`config.mk`:
```
export PLATFORM = sky130hd
export DESIGN_NAME = pipeline_hazard_ctrl
export DESIGN_NICKNAME = d
export VERILOG_FILES = /design/src/rtl/pipeline_hazard_ctrl.sv
export SDC_FILE = /design/constraint.sdc
export NUM_CORES = 1
export LEC_CHECK = 0
export BUFFER_PORTS_ARGS = -buffer_cell sky130_fd_sc_hd__buf_2
export CORE_UTILIZATION = 53
export DETAILED_ROUTE_END_ITERATION = 8
export GPL_ROUTABILITY_DRIVEN = 0
export PLACE_DENSITY_LB_ADDON = 0.25
export SYNTH_ARGS = -nofsm -noshare
export SYNTH_HDL_FRONTEND = slang
export SYNTH_SLANG_ARGS = --single-unit
export TNS_END_PERCENT = 10
```
`constraint.sdc`:
```
create_clock -name clk -period 2.4 [get_ports clk]
set_clock_uncertainty 0.05 [all_clocks]
set_input_delay 0.24 -clock clk [delete_from_list [all_inputs] [get_ports clk]]
set_output_delay 0.24 -clock clk [all_outputs]
set_load 0.1 [all_outputs]
```
`src/rtl/pipeline_hazard_ctrl.sv`:
```
// Stall/flush sequencer for the 5-stage pipeline: load-use bubbles, taken-branch flushes
// resolved in MEM, data-memory waits with timeout, and saturating profiling counters.
module pipeline_hazard_ctrl #(
  parameter int unsigned MEM_TIMEOUT = 16,
  parameter int unsigned CNT_W       = 32
) (
  input  logic             clk,
  input  logic             reset,
  input  logic [4:0]       if_id_rs1,
  input  logic [4:0]       if_id_rs2,
  input  logic             id_ex_MemRead,
  input  logic [4:0]       id_ex_rd,
  input  logic             ex_mem_Branch,
  input  logic             ex_mem_Zero,
  input  logic             ex_mem_MemRead,
  input  logic             ex_mem_MemWrite,
  input  logic             mem_ready,
  output logic             pc_write,
  output logic             pc_src,
  output logic             if_id_write,
  output logic             id_ex_write,
  output logic             ex_mem_write,
  output logic             if_id_flush,
  output logic             id_ex_flush,
  output logic             ex_mem_flush,
  output logic [1:0]       state,
  output logic             error,
  output logic [CNT_W-1:0] stall_cycles,
  output logic [CNT_W-1:0] flush_events
);

  localparam int unsigned      WaitW   = $clog2(MEM_TIMEOUT + 1);
  localparam logic [WaitW-1:0] WaitMax = WaitW'(MEM_TIMEOUT);
  localparam logic [CNT_W-1:0] CntMax  = '1;

  typedef enum logic [1:0] {
    StRun     = 2'd0,
    StMemWait = 2'd1,
    StFlush   = 2'd2,
    StError   = 2'd3
  } state_e;

  state_e           r_state;
  state_e           w_next_state;
  logic [WaitW-1:0] r_wait_cnt;
  logic [WaitW-1:0] w_wait_cnt_next;
  logic             r_error;
  logic             w_error_set;
  logic [CNT_W-1:0] r_stall_cnt;
  logic [CNT_W-1:0] r_flush_cnt;

  logic w_mem_stall;
  logic w_br_taken;
  logic w_load_use;
  logic w_branch_act;
  logic w_freeze;

  logic w_pc_write;
  logic w_pc_src;
  logic w_if_id_write;
  logic w_id_ex_write;
  logic w_ex_mem_write;
  logic w_if_id_flush;
  logic w_id_ex_flush;
  logic w_ex_mem_flush;

  assign w_mem_stall = (ex_mem_MemRead | ex_mem_MemWrite) & ~mem_ready;
  assign w_br_taken  = ex_mem_Branch & ex_mem_Zero;
  assign w_load_use  = id_ex_MemRead && (id_ex_rd != 5'd0) &&
                       ((id_ex_rd == if_id_rs1) || (id_ex_rd == if_id_rs2));

  // RUN freezes on a new memory stall; MEM_WAIT keeps freezing until mem_ready.
  assign w_freeze = ((r_state == StRun) && w_mem_stall) ||
                    ((r_state == StMemWait) && !mem_ready);

  always_comb begin
    w_pc_write      = 1'b1;
    w_pc_src        = 1'b0;
    w_if_id_write   = 1'b1;
    w_id_ex_write   = 1'b1;
    w_ex_mem_write  = 1'b1;
    w_if_id_flush   = 1'b0;
    w_id_ex_flush   = 1'b0;
    w_ex_mem_flush  = 1'b0;
    w_next_state    = r_state;
    w_wait_cnt_next = r_wait_cnt;
    w_error_set     = 1'b0;
    w_branch_act    = 1'b0;

    unique case (r_state)
      StRun, StMemWait: begin
        if (w_freeze) begin
          w_pc_write     = 1'b0;
          w_if_id_write  = 1'b0;
          w_id_ex_write  = 1'b0;
          w_ex_mem_write = 1'b0;
          if (r_state == StRun) begin
            w_next_state    = StMemWait;
            w_wait_cnt_next = WaitW'(1);
          end else if (r_wait_cnt == WaitMax) begin
            w_next_state = StError;
            w_error_set  = 1'b1;
          end else begin
            w_wait_cnt_next = r_wait_cnt + WaitW'(1);
          end
        end else begin
          w_next_state    = StRun;
          w_wait_cnt_next = '0;
          // Branch wins over load-use: the flush kills the consumer anyway.
          if (w_br_taken) begin
            w_pc_src       = 1'b1;
            w_if_id_flush  = 1'b1;
            w_id_ex_flush  = 1'b1;
            w_ex_mem_flush = 1'b1;
            w_branch_act   = 1'b1;
            w_next_state   = StFlush;
          end else if (w_load_use) begin
            w_pc_write    = 1'b0;
            w_if_id_write = 1'b0;
            w_id_ex_flush = 1'b1;
          end
        end
      end
      StFlush: begin
        w_next_state = StRun;
      end
      StError: begin
        w_pc_write     = 1'b0;
        w_if_id_write  = 1'b0;
        w_id_ex_write  = 1'b0;
        w_ex_mem_write = 1'b0;
      end
    endcase
  end

  always_ff @(posedge clk or posedge reset) begin
    if (reset) begin
      r_state     <= StRun;
      r_wait_cnt  <= '0;
      r_error     <= 1'b0;
      r_stall_cnt <= '0;
      r_flush_cnt <= '0;
    end else begin
      r_state    <= w_next_state;
      r_wait_cnt <= w_wait_cnt_next;
      if (w_error_set) begin
        r_error <= 1'b1;
      end
      if (!w_pc_write && (r_stall_cnt != CntMax)) begin
        r_stall_cnt <= r_stall_cnt + CNT_W'(1);
      end
      if (w_branch_act && (r_flush_cnt != CntMax)) begin
        r_flush_cnt <= r_flush_cnt + CNT_W'(1);
      end
    end
  end

  assign pc_write     = w_pc_write & ~reset;
  assign pc_src       = w_pc_src & ~reset;
  assign if_id_write  = w_if_id_write & ~reset;
  assign id_ex_write  = w_id_ex_write & ~reset;
  assign ex_mem_write = w_ex_mem_write & ~reset;
  assign if_id_flush  = w_if_id_flush & ~reset;
  assign id_ex_flush  = w_id_ex_flush & ~reset;
  assign ex_mem_flush = w_ex_mem_flush & ~reset;
  assign state        = r_state;
  assign error        = r_error;
  assign stall_cycles = r_stall_cnt;
  assign flush_events = r_flush_cnt;

endmodule

```
# --- Word-level counts from Yosys, hierarchy flattened ---
# Cells that the tools add are included.
totals:
  register_bits: 72
  in_bits: 23
  output_inout_bits: 75
  wordCells: 68
op_classes:
  n_addsub: 3
  n_eq_ne: 10
  muxes: 25
  bitwise: 9
  reduce_logical: 16
ops:
  columns: ["op", "count"]
  rows:
  - ["32-bit by 1-bit adder with 32-bit output, second input constant", 2]
  - ["32-bit inequality test, second input constant", 2]
  - ["1-bit 2-to-1 mux", 15]
  - ["5-bit 2-to-1 mux", 3]
  - ["5-bit equality test", 2]
  - ["2-bit 2-to-1 mux", 4]
  - ["1-bit bitwise AND", 6]
  - ["1-bit logical AND", 6]
  - ["5-bit by 1-bit adder with 5-bit output, second input constant", 1]
  - ["5-bit equality test, second input constant", 1]
  - ["5-bit nonzero test", 1]
  - ["2-bit equality test, second input constant", 2]
  - ["4-bit inequality test, second input constant", 1]
  - ["1-bit one-hot mux with 2 select lines", 2]
  - ["2-bit one-hot mux with 2 select lines", 1]
  - ["2-bit AND reduction", 2]
  - ["3-bit inequality test, second input constant", 1]
  - ["2-bit by 1-bit equality test with 1-bit output, second input constant", 1]
  - ["1-bit logical NOT", 2]
  - ["2-bit logical NOT", 1]
  - ["1-bit logical OR", 2]
  - ["1-bit NOT", 2]
  - ["2-bit nonzero test", 1]
  - ["2-bit OR reduction", 1]
  - ["1-bit OR", 1]

# --- Depth between registers and ports, before layout ---
# Gate-level depths: netlist of run 1.
logic_depth:
  ltp_word: 9
  mapped_depth: 8
  ltp_nobuf: 8

# --- Worst setup path before layout of run 1 ---
# No wires, ideal clock.
synth_path:
  path_type: "register -> output"
  start: "reg r_state[0], in the netlist state[0]"
  end: "out pc_write"
  arrival_time_ps: 4049
  setup_slack_ps: -1939
  stages_incl_launch_ff: 8
  path_buffers: 2
  path_cell_list: "dfrtp_1 or4_4 and3_1 a41o_1 clkbuf_1 nor2b_1 nor2_1 buf_4"
synth_between:
  elab_chain_cells: 6
synth_rtl:
  columns: ["element", "line", "rtl"]
  rows:
  - ["start, declared", "43", "state_e r_state;"]
  - ["start signal, assigned", "138", "r_state <= StRun;"]
  - ["start signal, assigned", "144", "r_state <= w_next_state;"]
  - ["2-bit by 1-bit equality test with 1-bit output or 2-bit logical NOT (tied branches)", null, null]
  - ["1-bit logical AND (on tied branches)", "74, 73", null]
  - ["1-bit logical OR", "73", "assign w_freeze = ((r_state == StRun) && w_mem_stall) ||"]
  - ["1-bit 2-to-1 mux", null, null]
  - ["1-bit one-hot mux with 2 select lines (*)", null, null]
  - ["1-bit bitwise AND (*)", null, null]
  - ["end, declared", "18", "output logic pc_write,"]
# Mark *: on every way between the ends. The rest lies on a longest branch, timed or not.

# --- Worst setup path after layout of run 1 ---
layout_path:
  start: "reg r_state[1], in the netlist state[1]"
  end: "out pc_write"
layout_between:
  elab_chain_cells: 6
layout_rtl:
  columns: ["element", "line", "rtl"]
  rows:
  - ["2-bit by 1-bit equality test with 1-bit output or 2-bit logical NOT (tied branches)", "74, 90, 73", null]
  - ["1-bit logical AND (on tied branches)", "74, 73", null]
  - ["1-bit logical OR", "73", null]
  - ["1-bit 2-to-1 mux", "92", "if (w_freeze) begin"]
  - ["1-bit one-hot mux with 2 select lines (*)", "90", "unique case (r_state)"]
  - ["1-bit bitwise AND (*)", "158", "assign pc_write = w_pc_write & ~reset;"]
# Marks and branches as above.

==> out/qor.yml, run 1 <==
yosys:
  netlist_area_um2: 3780
  ys_warn_count: 0
  ys_types: 45
  synth_edf_count: 0
  ys.flop_type: "dfrtp_1"
  yosysSeqAreaShare_pct: 47.6
  avgSynthCellArea_um2: 9.95
  synthesis.nets: 407
  synth-async-reset-ratio_pct: 100
  synth_seq_cells: 72
  synth_cells: 380
floorplan:
  start_util_pct: 55.4
  die_w_um: 86.5
  core_area_um2: 6830
  io_pins: 98
  fp-row-count: 30
  die_h_um: 86.5
  die_area_um2: 7480
pwr:
  p_leak_nw: 2.49
  switching_share_pct: 44.0
  pwr-share-clk_pct: 25.9
  combPwrFrac_pct: 38.6
  irDropWorstVdd_mv: 1.37
  p_sw_mw: 1.81
  p_per_area_nw_per_um2: 842
  internal-power_mw: 2.30
  p_seq_share_pct: 35.5
setup_path:
  crit_slowest_cell: "or4_4"
  crit_chain: "or4_4, and3_4, a41o_1, nor2b_4, nor2_4, buf_12"
  cp-start-kind: "flip-flop"
  critPathRequiredTime_ps: 2110
  worst_r2r_path_depth: 6
  cpPeakStageDelay_ps: 500
  critPathMaxFanout: 4
  r2r_start: "state[1]"
  worstSetupEndpointType: "output port"
  regToRegEndpoint: "flush_events[21]"
  rrSetupSlack_ps: 40
  worstPathArrival_ps: 2130
  critical_path_class: "flip-flop to output port"
cells_and_area:
  mostFrequentLayoutCells: "89 x buf_2, 70 x dfrtp_1, 43 x xor2_1"
  final_cells: 594
  area_delta_synth_final_pct: 28.8
  finalInstanceArea_um2: 4870
  fin_nets: 521
  drive_above_1_share_pct: 31.3
  final_common_cell: "buf_2"
  antenna_cells: 0
  fillCellCount: 536
placement:
  dp_cells: 576
  port_buffers: 97
  dp_hpwl_um: 6180
  placed_area_um2: 4620
sta:
  grt_setup_unrepaired: "yes"
  min_period_ps: 2420
  setup_viol: 5
  relSlewSlack_pct: 59.4
  setup_ws_ps: -19.3
  fmax_ghz: 0.413
  hold_violations: 0
  min_period_over_period_pct: 101
  tightestPinTransition_ps: 604
  fin_tns_setup_ps: -92.8
  drv_slew: 0
min_path:
  min_path_type: "input port to async pin"
routing:
  final_antenna_net_count: 0
  via_count: 3270
  drc: 0
  dr.pass1.iters: 4
  drt-wirelength-per-cell_um: 14.6
  drt-total-wl_um: 8670
  vias_per_cell: 5.51
  drtIter0Drc: 151
clock_tree:
  h-tree-depth: 3
  cts_tree: "built"
  numCtsBuffers: 9
  clk_pin_slew_ps: 80
  cts-root-buf: "clkbuf_8"
  clk_latency_ps: 330
  clockBufferDepth: 2
  cts.sinks: 72
global_route:
  grt_use_total_pct: 23.9
  grt_max_degree: 38
  grt_pass1_vias: 3101
  grt_antenna_before_repair: 0
  grt_first_pass_wirelength_um: 14200
  grt_overflow: 0
run_status:
  violations: "negative setup slack"
  outcome: "finished, violations left"
job:
  drv_cap: 0
routing by layer:
layer  routed length (µm)  vias to the layer above  track usage (%)  share of wire (%)
met5                    0                        -                0                  0
met4                   96                        0             8.33                1.1
met3                  347                       10             3.43                4.0
met2                 4410                       74             40.8                 51
met1                 3810                     1625             31.2                 44
li1                     -                     1561                -                  -
kinds of logic after synthesis:
family	Yosys count	synth area share, %
muxes	2	0.595
xor gates and xnor gates	71	16.4
and+or+nand+nor	178	26.1
buffers and inverters	27	3.31
adders and majority gates	4	1.32
DFF	72	47.6
AOI/OAI and AO/OA	26	4.60
cell type report:
cell class                      instances  area, µm²  share of cell area [%]
Multi-Input combinational cell        281       1910                    39.2
Timing Repair Buffer                  118        776                    15.9
Inverter                               12       45.0                   0.924
Sequential cell                        72       1800                    37.0
Clock inverter                          5       81.3                    1.67
Tap cell                               96        120                    2.47
Clock buffer                           10        138                    2.82
registers in the layout, indices dropped and copies added (netlist names):
signal	cells
error	1
state	2
flush_events	32
stall_cycles	32
r_wait_cnt	5
worst max-delay path: cells and delay by family (launching register included):
kind	cells	cell delay (ps)
and+or+nand+nor	4	980
buffers and inverters	1	190
AOI/OAI and AO/OA	1	220
DFF	1	400
repair_timing:
item,4_1_cts,5_1_grt
buffers inserted,3,0
gates cloned,0,0
pin swaps,2,0
hold buffers,0,0
endpoints found under the setup margin,2,13
resized for setup,0,3
how the worst max path moves through the flow:
stage,start,to,cells past startpoint
global route,state[1],pc_write,6
global placement,state[1],flush_events[29],6
detailed placement,state[1],flush_events[29],6
floorplan,state[1],pc_write,7
CTS,state[1],pc_write,6
finish,state[1],pc_write,6
synthesized netlist by cell type (2+ instances only):
library cell | number | area, µm²
dfrtp_1 | 72 | 1800
xor2_1 | 43 | 377
nand2_1 | 30 | 113
nor2_1 | 30 | 113
xnor2_1 | 28 | 245
nand3_1 | 26 | 130
nand4_1 | 22 | 138
nor3_1 | 17 | 85.1
nor4_1 | 13 | 81.3
inv_1 | 12 | 45.0
and3_1 | 9 | 56.3
o21ai_0 | 9 | 45.0
and4_1 | 7 | 61.3
clkbuf_1 | 6 | 22.5
a31oi_1 | 5 | 31.3
buf_4 | 5 | 37.5
buf_2 | 4 | 20.0
ha_1 | 4 | 50.1
nor3b_1 | 4 | 30.0
and2_1 | 3 | 18.8
nand2b_1 | 3 | 18.8
a21o_1 | 2 | 15.0
a21oi_1 | 2 | 10.0
nor4b_1 | 2 | 17.5
or4_4 | 2 | 22.5
metrics by stage:
stage	power (mW)	utilization, %	hold WS, ps	setup slack [ps]
2_1_floorplan	2.70	-	299	-629
3_3_place_gp	3.03	67.6	388	115
3_5_place_dp	3.05	67.6	396	92.0
4_1_cts	4.13	71.1	49.9	-30.3
5_1_grt	4.26	71.3	84.9	-83.8
6_report	4.10	71.3	35.8	-19.3
power groups by stage:
stage | combinational [mW] | sequential [mW] | clock [mW]
floorplan | 0.474 | 2.23 | 0
global placement | 1.55 | 1.47 | 0
detailed placement | 1.57 | 1.48 | 0
CTS | 1.59 | 1.46 | 1.08
global route | 1.66 | 1.48 | 1.12
finish | 1.58 | 1.46 | 1.06
Note: power is estimated with default switching activity, not from simulation.
==> run 2, diff against run 1 <==
- RECOVER_POWER: not set -> 100
- SLEW_MARGIN: not set -> 10
==> run 2 against run 1 <==
Effect of this change:
- the flow finishes with violations (max-capacitance violations, max-slew violations, negative setup slack)
- combinational power decreased by 3%
- final cell count unchanged
- first-iteration DRC count fell by 4.0%
- worst hold slack better by 60 ps
- register-to-register slack got worse by 30 ps
- sequential share of layout area up 1.1 points
- critical path depth unchanged
- worst setup slack better by 2.9 ps
- critical endpoint unchanged
- largest power group unchanged
==> out/qor.yml, run 2 (same netlist as run 1, synthesis figures left out) <==
routing:
  via_count: 3287  # was 3,270
  drt-wirelength-per-cell_um: 14.6  # about the same
  drtIter0Drc: 145  # was 151
  final_antenna_net_count: 0  # unchanged
  drc: 0  # unchanged
  drt-total-wl_um: 8680  # was 8670 µm
  dr.pass1.iters: 5  # was 4
  vias_per_cell: 5.53  # was 5.51
placement:
  place_ws_ps: 92.0  # unchanged
  placed_area_um2: 4620  # unchanged
  port_buffers: 97  # unchanged
  dp_hpwl_um: 6180  # unchanged
global_route:
  grt_first_pass_wirelength_um: 14200  # unchanged
  grt_pass1_vias: 3101  # unchanged
  grt_use_total_pct: 23.9  # unchanged
  grt_overflow: 0  # unchanged
  grt_max_degree: 38  # unchanged
  grt_antenna_before_repair: 0  # unchanged
clock_tree:
  h-tree-depth: 3  # unchanged
  cts-root-buf: "clkbuf_8"  # unchanged
  clk_latency_ps: 330  # about the same
  cts.sinks: 72  # unchanged
  clk_pin_slew_ps: 70  # was 80 ps
  clockBufferDepth: 2  # unchanged
  cts_hold_buf: 0  # unchanged
  cts_tree: "built"  # unchanged
  numCtsBuffers: 9  # unchanged
floorplan:
  die_h_um: 86.5  # unchanged
  fp-row-count: 30  # unchanged
  start_util_pct: 55.4  # unchanged
  io_pins: 98  # unchanged
  core_area_um2: 6830  # unchanged
  die_area_um2: 7480  # unchanged
  die_w_um: 86.5  # unchanged
cells_and_area:
  drive_above_1_share_pct: 16.5  # was 31.3%
  area_delta_synth_final_pct: 25.2  # was 28.8%
  finalInstanceArea_um2: 4740  # was 4870 µm²
  antenna_cells: 0  # unchanged
  mostFrequentLayoutCells: "71 x clkbuf_1, 70 x dfrtp_1, 43 x xor2_1"  # was 89 x buf_2, 70 x dfrtp_1, 43 x xor2_1
  fillCellCount: 582  # was 536
  final_common_cell: "clkbuf_1"  # was buf_2
  fin_nets: 521  # unchanged
setup_path:
  critPathRequiredTime_ps: 2110  # about the same
  crit_chain: "or4_4, and3_4, a41o_1, nor2b_4, nor2_4, buf_12"  # unchanged
  crit_slowest_cell: "or4_4"  # unchanged
  worstSetupEndpointType: "output port"  # unchanged
  cp-start-kind: "flip-flop"  # unchanged
  critPathMaxFanout: 4  # unchanged
  cpPeakStageDelay_ps: 500  # about the same
  critical_path_class: "flip-flop to output port"  # unchanged
  worstPathArrival_ps: 2130  # about the same
run_status:
  violations: "max-capacitance violations, max-slew violations, negative setup slack"  # was negative setup slack
  outcome: "finished, violations left"  # unchanged
sta:
  grt_setup_unrepaired: "yes"  # unchanged
  relSlewSlack_pct: -31.1  # was 59.4%
  fmax_ghz: 0.414  # was 0.413 GHz
  setup_viol: 5  # unchanged
  tightestPinTransition_ps: 1970  # was 604 ps
  setup_ws_ps: -16.5  # was -19.3 ps
  drv_slew: 74  # was 0
  hold_violations: 0  # unchanged
  min_period_ps: 2420  # about the same
  timing.hold.ws_ps: 96.2  # was 35.8 ps
  min_period_over_period_pct: 101  # about the same
min_path:
  min_path_type: "input port to flip-flop"  # was input port to async pin
job:
  drv_cap: 2  # was 0
pwr:
  p_leak_nw: 2.20  # was 2.49 nW
  p_per_area_nw_per_um2: 858  # was 842 nW/µm²
  irDropWorstVdd_mv: 1.33  # was 1.37 mV
-- run 2: worst paths after layout --
path                                start          endpoint  depth (start not counted)  slack (ps)
worst max register to register   state[1]  flush_events[29]                          7          10
max in group asynchronous           reset          state[0]                          3         500
worst min-delay path            mem_ready     r_wait_cnt[0]                          2         100
worst max-delay path             state[1]          pc_write                          6         -20
worst min register to register      error             error                          1         410
min in group asynchronous           reset  flush_events[13]                          3         600
-- run 2: cell type report --
type,count,area [µm²],share of cell area (%)
flip-flops and latches,72,1800,38.1
clock buffers,10,138,2.91
well taps,96,120,2.54
multi-input cells,281,1900,40.1
inverters,12,45.0,0.951
clock inverters,5,81.3,1.72
repair buffers,118,651,13.7
-- run 2: routing by layer --
layer  GRT usage [%]  up-vias  wire [µm]
met5               0        -          0
met4            8.33        0         98
met3            3.43       10        412
met2            40.8      103       4380
met1            31.2     1613       3790
li1                -     1561          -
-- run 2: timing repair --
action | CTS | global route
pin swaps | 2 | 0
setup endpoints to repair | 2 | 13
gates resized for setup | 0 | 3
buffers inserted | 3 | 0
-- run 2: per-stage QoR --
step,total power [mW],instances,TNS [ps],util [%]
floorplan,2.70,380,-15100,-
global placement,3.03,576,0,67.6
detailed placement,3.05,576,0,67.6
CTS,4.13,594,-72.6,71.1
global route,4.21,594,-966,69.3
finish,4.06,594,-63.5,69.3
-- run 2: report_power, final --
part	internal, mW	switching [mW]
logic	0.321	1.22
clock network	0.608	0.456
registers	1.32	0.134
-- run 2: critical path, delay by kind of cell (launching register included) --
family / cells / cell delay, ps
AO/OA/AOI/OAI: 1 / 220
AND/OR/NAND/NOR: 4 / 980
flip-flops: 1 / 400
buffers and inverters: 1 / 190
